`config.mk`:
```
export PLATFORM = sky130hd
export DESIGN_NAME = muldiv_seq_flat
export DESIGN_NICKNAME = d
export VERILOG_FILES = /design/src/rtl/muldiv_seq_if.sv /design/src/rtl/muldiv_seq.sv /design/src/flat_wrapper.sv
export SDC_FILE = /design/constraint.sdc
export NUM_CORES = 1
export LEC_CHECK = 0
export CAP_MARGIN = 20
export CELL_PAD_IN_SITES_DETAIL_PLACEMENT = 1
export CELL_PAD_IN_SITES_GLOBAL_PLACEMENT = 1
export CORE_MARGIN = 2
export CORE_UTILIZATION = 47
export CTS_CLUSTER_DIAMETER = 120
export DETAILED_ROUTE_END_ITERATION = 8
export GPL_ROUTABILITY_DRIVEN = 0
export GPL_TIMING_DRIVEN = 1
export PLACE_DENSITY = 0.87
export SETUP_SLACK_MARGIN = 0.02
export SYNTH_ARGS = -nofsm -noshare
export SYNTH_HDL_FRONTEND = slang
export SYNTH_SLANG_ARGS = --single-unit
```
`constraint.sdc`:
```
create_clock -name clk -period 7.5 [get_ports clk]
set_input_delay 1.5 -clock clk [delete_from_list [all_inputs] [get_ports clk]]
set_output_delay 1.5 -clock clk [all_outputs]
set_load 0.01 [all_outputs]
```
`src/rtl/muldiv_seq_if.sv`:
```
// Request/result bundle of the sequential multiply/divide unit.
// Optional MULDIV_DIV0_FLAG_EN adds the div_by_zero status line.
interface muldiv_seq_if #(
   parameter int XLEN = 32
);
   logic            start;
   logic            md_is_mult;
   logic            md_is_unsigned;
   logic [XLEN-1:0] op_a;
   logic [XLEN-1:0] op_b;
   logic            busy;
   logic            done;
   logic [XLEN-1:0] hi;
   logic [XLEN-1:0] lo;
`ifdef MULDIV_DIV0_FLAG_EN
   logic            div_by_zero;

   modport master (
      output start, md_is_mult, md_is_unsigned, op_a, op_b,
      input  busy, done, hi, lo, div_by_zero
   );
   modport slave (
      input  start, md_is_mult, md_is_unsigned, op_a, op_b,
      output busy, done, hi, lo, div_by_zero
   );
`else
   modport master (
      output start, md_is_mult, md_is_unsigned, op_a, op_b,
      input  busy, done, hi, lo
   );
   modport slave (
      input  start, md_is_mult, md_is_unsigned, op_a, op_b,
      output busy, done, hi, lo
   );
`endif
endinterface

```
`src/rtl/muldiv_seq.sv`:
```
// Radix-2 sequential MULT/MULTU/DIV/DIVU with HI/LO registers (XLEN+1 cycle latency).
// Optional MULDIV_DIV0_FLAG_EN adds a sticky-until-next-commit div_by_zero output.
module muldiv_seq #(
   parameter int XLEN = 32
) (
   input  logic        clk,
   input  logic        rst,
   muldiv_seq_if.slave bus
);
   localparam int CW = $clog2(XLEN);
   localparam logic [CW-1:0] LAST = CW'(XLEN - 1);

   typedef enum logic [1:0] {S_IDLE, S_RUN, S_FIX} state_t;

   state_t            r_state;
   state_t            w_state_next;
   logic [CW-1:0]     r_cnt;
   logic              r_is_mult;
   logic              r_div0;
   logic              r_neg_q;
   logic              r_neg_r;
   logic [XLEN-1:0]   r_m;
   logic [XLEN-1:0]   r_raw_a;
   logic [2*XLEN-1:0] r_acc;
   logic [XLEN-1:0]   r_hi;
   logic [XLEN-1:0]   r_lo;
   logic              r_done;
   logic              w_busy;

   logic [XLEN-1:0]   w_abs_a;
   logic [XLEN-1:0]   w_abs_b;
   logic [XLEN:0]     w_sum;
   logic [XLEN:0]     w_rem_sh;
   logic [XLEN:0]     w_diff;
   logic [2*XLEN-1:0] w_acc_step;
   logic [2*XLEN-1:0] w_prod;
   logic [XLEN-1:0]   w_quot;
   logic [XLEN-1:0]   w_rem;

   assign w_abs_a = (!bus.md_is_unsigned && bus.op_a[XLEN-1]) ? -bus.op_a : bus.op_a;
   assign w_abs_b = (!bus.md_is_unsigned && bus.op_b[XLEN-1]) ? -bus.op_b : bus.op_b;

   // Multiply: accumulator is {partial product, remaining multiplier bits}, shifted right.
   assign w_sum = {1'b0, r_acc[2*XLEN-1:XLEN]} + (r_acc[0] ? {1'b0, r_m} : '0);

   // Divide: accumulator is {partial remainder, remaining dividend/quotient bits}, shifted left.
   assign w_rem_sh = {r_acc[2*XLEN-1:XLEN], r_acc[XLEN-1]};
   assign w_diff   = w_rem_sh - {1'b0, r_m};

   always_comb begin
      w_acc_step = r_acc;
      if (r_is_mult) begin
         w_acc_step = {w_sum, r_acc[XLEN-1:1]};
      end else if (!w_diff[XLEN]) begin
         w_acc_step = {w_diff[XLEN-1:0], r_acc[XLEN-2:0], 1'b1};
      end else begin
         w_acc_step = {w_rem_sh[XLEN-1:0], r_acc[XLEN-2:0], 1'b0};
      end
   end

   assign w_prod = r_neg_q ? -r_acc : r_acc;
   assign w_quot = r_neg_q ? -r_acc[XLEN-1:0] : r_acc[XLEN-1:0];
   assign w_rem  = r_neg_r ? -r_acc[2*XLEN-1:XLEN] : r_acc[2*XLEN-1:XLEN];

   always_ff @(posedge clk) begin
      if (rst) r_state <= S_IDLE;
      else     r_state <= w_state_next;
   end

   always_comb begin
      w_state_next = r_state;
      w_busy       = 1'b0;
      case (r_state)
         S_IDLE: if (bus.start) w_state_next = S_RUN;
         S_RUN: begin
            w_busy = 1'b1;
            if (r_cnt == LAST) w_state_next = S_FIX;
         end
         S_FIX: begin
            w_busy       = 1'b1;
            w_state_next = S_IDLE;
         end
         default: w_state_next = S_IDLE;
      endcase
   end

   always_ff @(posedge clk) begin
      if (rst) begin
         r_cnt     <= '0;
         r_is_mult <= 1'b0;
         r_div0    <= 1'b0;
         r_neg_q   <= 1'b0;
         r_neg_r   <= 1'b0;
         r_m       <= '0;
         r_raw_a   <= '0;
         r_acc     <= '0;
         r_hi      <= '0;
         r_lo      <= '0;
         r_done    <= 1'b0;
      end else begin
         r_done <= (r_state == S_FIX);
         case (r_state)
            S_IDLE: if (bus.start) begin
               r_cnt     <= '0;
               r_is_mult <= bus.md_is_mult;
               r_div0    <= !bus.md_is_mult && (bus.op_b == '0);
               r_neg_q   <= !bus.md_is_unsigned && (bus.op_a[XLEN-1] ^ bus.op_b[XLEN-1]);
               r_neg_r   <= !bus.md_is_unsigned && bus.op_a[XLEN-1];
               r_m       <= bus.md_is_mult ? w_abs_a : w_abs_b;
               r_acc     <= {{XLEN{1'b0}}, bus.md_is_mult ? w_abs_b : w_abs_a};
               r_raw_a   <= bus.op_a;
            end
            S_RUN: begin
               r_acc <= w_acc_step;
               r_cnt <= r_cnt + 1'b1;
            end
            S_FIX: begin
               if (r_is_mult) begin
                  r_hi <= w_prod[2*XLEN-1:XLEN];
                  r_lo <= w_prod[XLEN-1:0];
               end else if (r_div0) begin
                  r_hi <= r_raw_a;
                  r_lo <= '1;
               end else begin
                  r_hi <= w_rem;
                  r_lo <= w_quot;
               end
            end
            default: ;
         endcase
      end
   end

`ifdef MULDIV_DIV0_FLAG_EN
   logic r_dz;
   always_ff @(posedge clk) begin
      if (rst)                   r_dz <= 1'b0;
      else if (r_state == S_FIX) r_dz <= r_div0;
   end
   assign bus.div_by_zero = r_dz;
`endif

   assign bus.busy = w_busy;
   assign bus.done = r_done;
   assign bus.hi   = r_hi;
   assign bus.lo   = r_lo;
endmodule
```
`src/flat_wrapper.sv`:
```
// flat-port wrapper written by rule: the top's interface ports become plain ports
module muldiv_seq_flat 
#(
   parameter int XLEN = 32
)
  (clk, rst, bus_start, bus_md_is_mult, bus_md_is_unsigned, bus_op_a, bus_op_b, bus_busy, bus_done, bus_hi, bus_lo);
  muldiv_seq_if #(.XLEN(XLEN)) bus_i ();
  input  logic clk;
  input  logic rst;
  input wire logic [$bits(bus_i.start)-1:0] bus_start;
  input wire logic [$bits(bus_i.md_is_mult)-1:0] bus_md_is_mult;
  input wire logic [$bits(bus_i.md_is_unsigned)-1:0] bus_md_is_unsigned;
  input wire logic [$bits(bus_i.op_a)-1:0] bus_op_a;
  input wire logic [$bits(bus_i.op_b)-1:0] bus_op_b;
  output wire logic [$bits(bus_i.busy)-1:0] bus_busy;
  output wire logic [$bits(bus_i.done)-1:0] bus_done;
  output wire logic [$bits(bus_i.hi)-1:0] bus_hi;
  output wire logic [$bits(bus_i.lo)-1:0] bus_lo;
  assign bus_i.start = bus_start;
  assign bus_i.md_is_mult = bus_md_is_mult;
  assign bus_i.md_is_unsigned = bus_md_is_unsigned;
  assign bus_i.op_a = bus_op_a;
  assign bus_i.op_b = bus_op_b;
  assign bus_busy = bus_i.busy;
  assign bus_done = bus_i.done;
  assign bus_hi = bus_i.hi;
  assign bus_lo = bus_i.lo;
  muldiv_seq #(.XLEN(XLEN)) u_core (.clk(clk), .rst(rst), .bus(bus_i));
endmodule
```
; ---- Yosys cells after proc, flatten, opt, wreduce, memory -nomap -nowiden
; Index checks and enable logic that the tools add are counted.
[op_classes]
addsub = 8
eq_ne = 5
mux = 22
bitwise = 1
n_reduce_logical = 13
[ops]
columns = op, n
row1 = $mux 32, 11
row2 = $mux 64, 4
row3 = $neg 32->32, 4
row4 = $pmux 64 s2, 1
row5 = $neg 64->64, 1
row6 = $add 32x33->33, 1
row7 = $sub 33x32->33, 1
row8 = $logic_not 32->1, 1
row9 = $pmux 5 s2, 1
row10 = $reduce_and 2->1, 3
row11 = $add 5x1->5 const B, 1
row12 = $eq 5x5->1 const B, 1
row13 = $mux 5, 1
row14 = $logic_and 1x1->1, 4
row15 = $mux 2, 2
row16 = $pmux 2 s2, 1
row17 = $eq 2x1->1 const B, 1
row18 = $eq 2x2->1 const B, 1
row19 = $logic_not 1->1, 2
row20 = $logic_not 2->1, 1
row21 = $ne 2x1->1 const B, 1
row22 = $ne 2x2->1 const B, 1
row23 = $reduce_bool 2->1, 1
row24 = $reduce_or 2->1, 1
row25 = 2 further kinds, 2
[totals]
regBits = 204
in_bits = 69
out_inout_bits = 66
elab_cells = 61

; ---- Logic depth before layout (Yosys ltp)
[logic_depth]
word_depth = 6
ltp_mapped = 15
ltp_nobuf = 14

; ---- Least setup slack after synthesis
; Ideal clock, no wire load.
[synth_path]
path_kind = input-to-reg
startpoint = input bus_op_a[6]
endpoint = register u_core.r_acc[30]
setup_time_ns = 0.086
arrival_time_ns = 3.966
t_required_ns = 7.414
path_slack_ns = 3.449
cell_stages = 10
path_buffers = 0
path_cell_list = or4_1 > or4_1 > nor4_1 > and2_1 > a21oi_1 > xor2_1 > nor2_1 > a211oi_1 > a21oi_1 > a211oi_1
[synth_via]
elab_chain_len = 5
[synth_lines]
columns = item, line_no
row1 = start: declaration, flat_wrapper.sv:13  ; input wire logic [$bits(bus_i.op_a)-1:0] bus_op_a;
row2 = $neg 32->32, muldiv_seq.sv:40  ; assign w_abs_a = (!bus.md_is_unsigned && bus.op_a[XLEN-1]) ? -bus.op_a : bus.op_a;
row3 = $mux 32, muldiv_seq.sv:40
row4 = $mux 32, muldiv_seq.sv:110  ; r_acc <= {{XLEN{1'b0}}, bus.md_is_mult ? w_abs_b : w_abs_a};
row5 = $mux 64, muldiv_seq.sv:103  ; S_IDLE: if (bus.start) begin
row6 = $pmux 64 s2, muldiv_seq.sv:102  ; case (r_state)
row7 = end signal: assignment, muldiv_seq.sv:110
row8 = end signal: assignment, muldiv_seq.sv:114  ; r_acc <= w_acc_step;
row9 = end: declaration, muldiv_seq.sv:24  ; logic [2*XLEN-1:0] r_acc;
; No other way between the ends. The select of a mux whose other input is x is not followed.
; A chain may end at the register's enable or synchronous reset.

; ---- Worst setup path after layout
[layout_path]
startpoint = input bus_op_a[6]
endpoint = register u_core.r_m[30]
[layout_via]
elab_chain_len = 3
[layout_lines]
columns = item, line_no
row1 = $neg 32->32, muldiv_seq.sv:40
row2 = $mux 32, muldiv_seq.sv:40
row3 = $mux 32, muldiv_seq.sv:109  ; r_m <= bus.md_is_mult ? w_abs_a : w_abs_b;
row4 = end signal: assignment, muldiv_seq.sv:109
row5 = end: declaration, muldiv_seq.sv:22  ; logic [XLEN-1:0] r_m;
; No other way between the ends.

==> results.json <==
{
  "peakVddDrop_mv": 0.159,
  "route.detailed.drc": 0,
  "grt_max_degree": 96,
  "design.portCount": 135,
  "final_layout_size_suffix_gt1_share_pct": 5.77,
  "r2r-start": "u_core.r_acc[0]$_SDFFE_PP0P_",
  "clk_pin_slew_ns": 0.06,
  "ff_latch_area_mm2": 0.00409,
  "ctsHoldBuffers": 0,
  "min_path_type": "flip-flop to flip-flop",
  "grt_usage_pct": 35.3,
  "reg2regPathDepth": 14,
  "cts_made_buffers": 25,
  "rows": 68,
  "ant_nets": 0,
  "postLayoutCellArea_mm2": 0.0185,
  "power.switching_uw": 1230,
  "die_h_um": 190,
  "internal_power_uw": 2200,
  "area_growth_pct": 13.8,
  "netlist_area_mm2": 0.0163,
  "crit_path_start_kind": "input pin",
  "layout_setup_ws_ns": 2.74,
  "routedWlPerCell_um": 24.0,
  "syn_nets": 2366,
  "wirelength_mm": 65.0,
  "synth-edff-count": 0,
  "p_leak_uw": 0.00703,
  "worstPathMaxFanout": 6,
  "ctsResizeCount": 0,
  "ys.warnings.count": 0,
  "slew_violations": 0,
  "setup_viol": 0,
  "synthFlopType": "dfxtp_1",
  "viasPerCell": 6.49,
  "drtIter0Drc": 1508,
  "postPlaceCellArea_mm2": 0.0177,
  "multiInputGateArea_mm2": 0.0113,
  "crit_type": "input pin to flip-flop",
  "pwr-share-comb_pct": 27.9,
  "drv_cap": 0,
  "maxClockFrequency_mhz": 210,
  "skew_ns": 0.0162,
  "io_buffers": 134,
  "final_common_cell": "nor2_1",
  "grt_remaining_overflow": 0,
  "min_delay_path_depth": 2,
  "grt_pass1_wl_mm": 101,
  "clock-sinks": 204,
  "fp.dieW_um": 190,
  "synth_cell_types": 85,
  "hold_viol": 0,
  "cts_buffer_depth": 3,
  "async_flop_share_pct": 0,
  "fp.dieArea_mm2": 0.0361,
  "finalSetupTns_ns": 0,
  "synth_seq_cells": 204,
  "syn_inst": 2222,
  "grt_pass1_vias": 17900,
  "htree_levels": 1,
  "clkPwrFrac_pct": 36.3,
  "fin_crit_ns": 4.76,
  "worst_ep_arrival_time_ns": 5.24,
  "swShare_pct": 35.8,
  "grt_setup_unrepaired": "false",
  "fin_crit_sh_pct": 63.5,
  "power_density_mw_per_mm2": 185,
  "max_slew_margin_pct": 18.7,
  "required_ns": 7.98,
  "hold_ws_ns": 0.457,
  "core_mm2": 0.0343,
  "clock_latency_ns": 0.57,
  "dpl.hpwl_mm": 48.3,
  "reg2reg_to": "u_core.r_acc[62]$_SDFFE_PP0P_",
  "antenna_found_initial": 2,
  "cts_root_buf": "clkbuf_16",
  "start_util_pct": 47.4,
  "synth.avg_cell_area_um2": 7.32,
  "hp-start": "u_core.r_raw_a[19]$_SDFFE_PP0P_",
  "cp-end-kind": "flip-flop",
  "worst_pin_slew_ns": 1.21,
  "fillers": 4290,
  "vias": 17600,
  "pwr-share-seq_pct": 35.9,
  "fin_nets": 2380,
  "synth_seq_area_share_pct": 25.1,
  "dpl_worst_slack_ns": 2.34,
  "dr.pass1.iters": 5,
  "postCtsSetupBuffers": 0,
  "outcome": "finished, final reports clean",
  "cts_tree": "built",
  "mostFrequentLayoutCells": "256 x nor2_1, 246 x nand2_1, 201 x dfxtp_1",
  "holdPathEnd": "u_core.r_raw_a[19]$_SDFFE_PP0P_",
  "r2r_slack_ns": 2.81
}
[per-stage QoR]
step	util, %	power, µW	std cells
after floorplan	-	1850	2222
after global placement	51.6	2120	2664
after detailed placement	51.6	2170	2664
after CTS	54.0	3410	2709
after global routing	54.0	3570	2709
final	54.0	3430	2710
[synthesized netlist by cell type, types with 5 or more instances]
cell type	n	area share [%]
a22oi_1	5	0.23
o31ai_1	22	1.0
o22ai_1	18	0.69
nor2b_1	19	0.73
clkbuf_1	140	3.2
buf_1	18	0.42
o21ai_0	148	4.6
xor2_1	78	4.2
nand2b_1	21	0.81
nor2_1	257	5.9
nand4_1	10	0.38
dfxtp_1	204	25
nor4_1	18	0.69
nand3_1	23	0.71
a311oi_1	10	0.54
mux2_2	25	1.7
a21oi_1	199	6.1
a21boi_0	5	0.23
ha_1	73	5.6
a21o_1	33	1.5
xnor2_1	108	5.8
a31oi_1	23	0.88
or3_1	18	0.69
and2_1	14	0.54
o21a_1	17	0.78
o211ai_1	20	0.92
nand2_1	247	5.7
inv_1	65	1.5
a221oi_1	5	0.27
or2_2	12	0.46
mux2i_1	56	3.4
o221ai_1	15	0.81
nor3_1	58	1.8
or4_1	13	0.60
a211oi_1	97	4.5
o41ai_1	11	0.59
and3_1	12	0.46
o21bai_1	8	0.37
a22o_1	7	0.38
[how the worst max path moves through the flow]
stage                                 start                             to  slack (ns)  cells after the start
2_1_floorplan                   bus_op_a[6]  u_core.r_acc[30]$_SDFFE_PP0P_        3.45                     10
3_3_place_gp                    bus_op_a[6]  u_core.r_acc[30]$_SDFFE_PP0P_        2.43                     11
3_5_place_dp                    bus_op_a[6]  u_core.r_acc[30]$_SDFFE_PP0P_        2.34                     11
4_1_cts        u_core.r_acc[0]$_SDFFE_PP0P_  u_core.r_acc[62]$_SDFFE_PP0P_        2.79                     14
5_1_grt        u_core.r_acc[0]$_SDFFE_PP0P_  u_core.r_acc[62]$_SDFFE_PP0P_        2.52                     14
6_report                        bus_op_a[6]    u_core.r_m[30]$_SDFFE_PP0P_        2.74                     11
[layer usage]
layer / vias to the layer above / routed length, µm / GRT usage (%)
li1: 7985 / - / -
met1: 8613 / 26800 / 44.7
met2: 766 / 29200 / 56.3
met3: 223 / 5180 / 6.97
met4: 4 / 3830 / 19.7
met5: - / 24 / 0
[sequential cells by signal, indices dropped and copies added, names as in the netlist, 2 cells and up]
signal	flops
u_core.r_acc	64
u_core.bus.hi	32
u_core.bus.lo	32
u_core.r_m	32
u_core.r_raw_a	32
u_core.r_cnt	5
u_core.r_state	2
[power groups by stage]
stage,Sequential [µW],Combinational (µW),Clock (µW)
finish,1230,955,1240
global route,1230,1030,1300
CTS,1220,932,1260
detailed placement,1250,920,0
global placement,1240,881,0
floorplan,1200,656,0
[kinds of logic (layout without fill, tap and decap cells)]
kind of cell / Yosys count / after routing / synth area share (%)
flip-flops: 204 / 204 / 25.1
buffers and inverters: 235 / 267 / 5.61
adder cells (fa/ha/maj): 75 / 75 / 5.86
other: 0 / 1 / 0
AND/OR/NAND/NOR: 752 / 752 / 21.2
multiplexers: 81 / 81 / 5.18
XOR/XNOR: 186 / 186 / 10.0
AO/OA/AOI/OAI: 689 / 689 / 27.1
[worst max-delay path, cell delays in order]
cell             delay, ns
clkdlybuf4s50_1       0.51
or4_1                 0.66
or4_1                 0.51
nor4_1                0.64
and2_1                0.36
a21oi_1               0.12
xor2_1                0.23
nor2_1                0.09
a211oi_1              0.40
a21oi_1               0.09
nor2_1                0.13
[final cells by class]
type / instances / area share [%]
tap: 455 / 3.07
antenna: 1 / 0.0135
clock inverter: 12 / 0.615
clock buffer: 33 / 3.87
inverter: 69 / 1.40
sequential: 204 / 22.1
timing repair buffer: 153 / 7.97
multi-input combinational: 1783 / 61.0
Power figures use the tool's default switching activity.
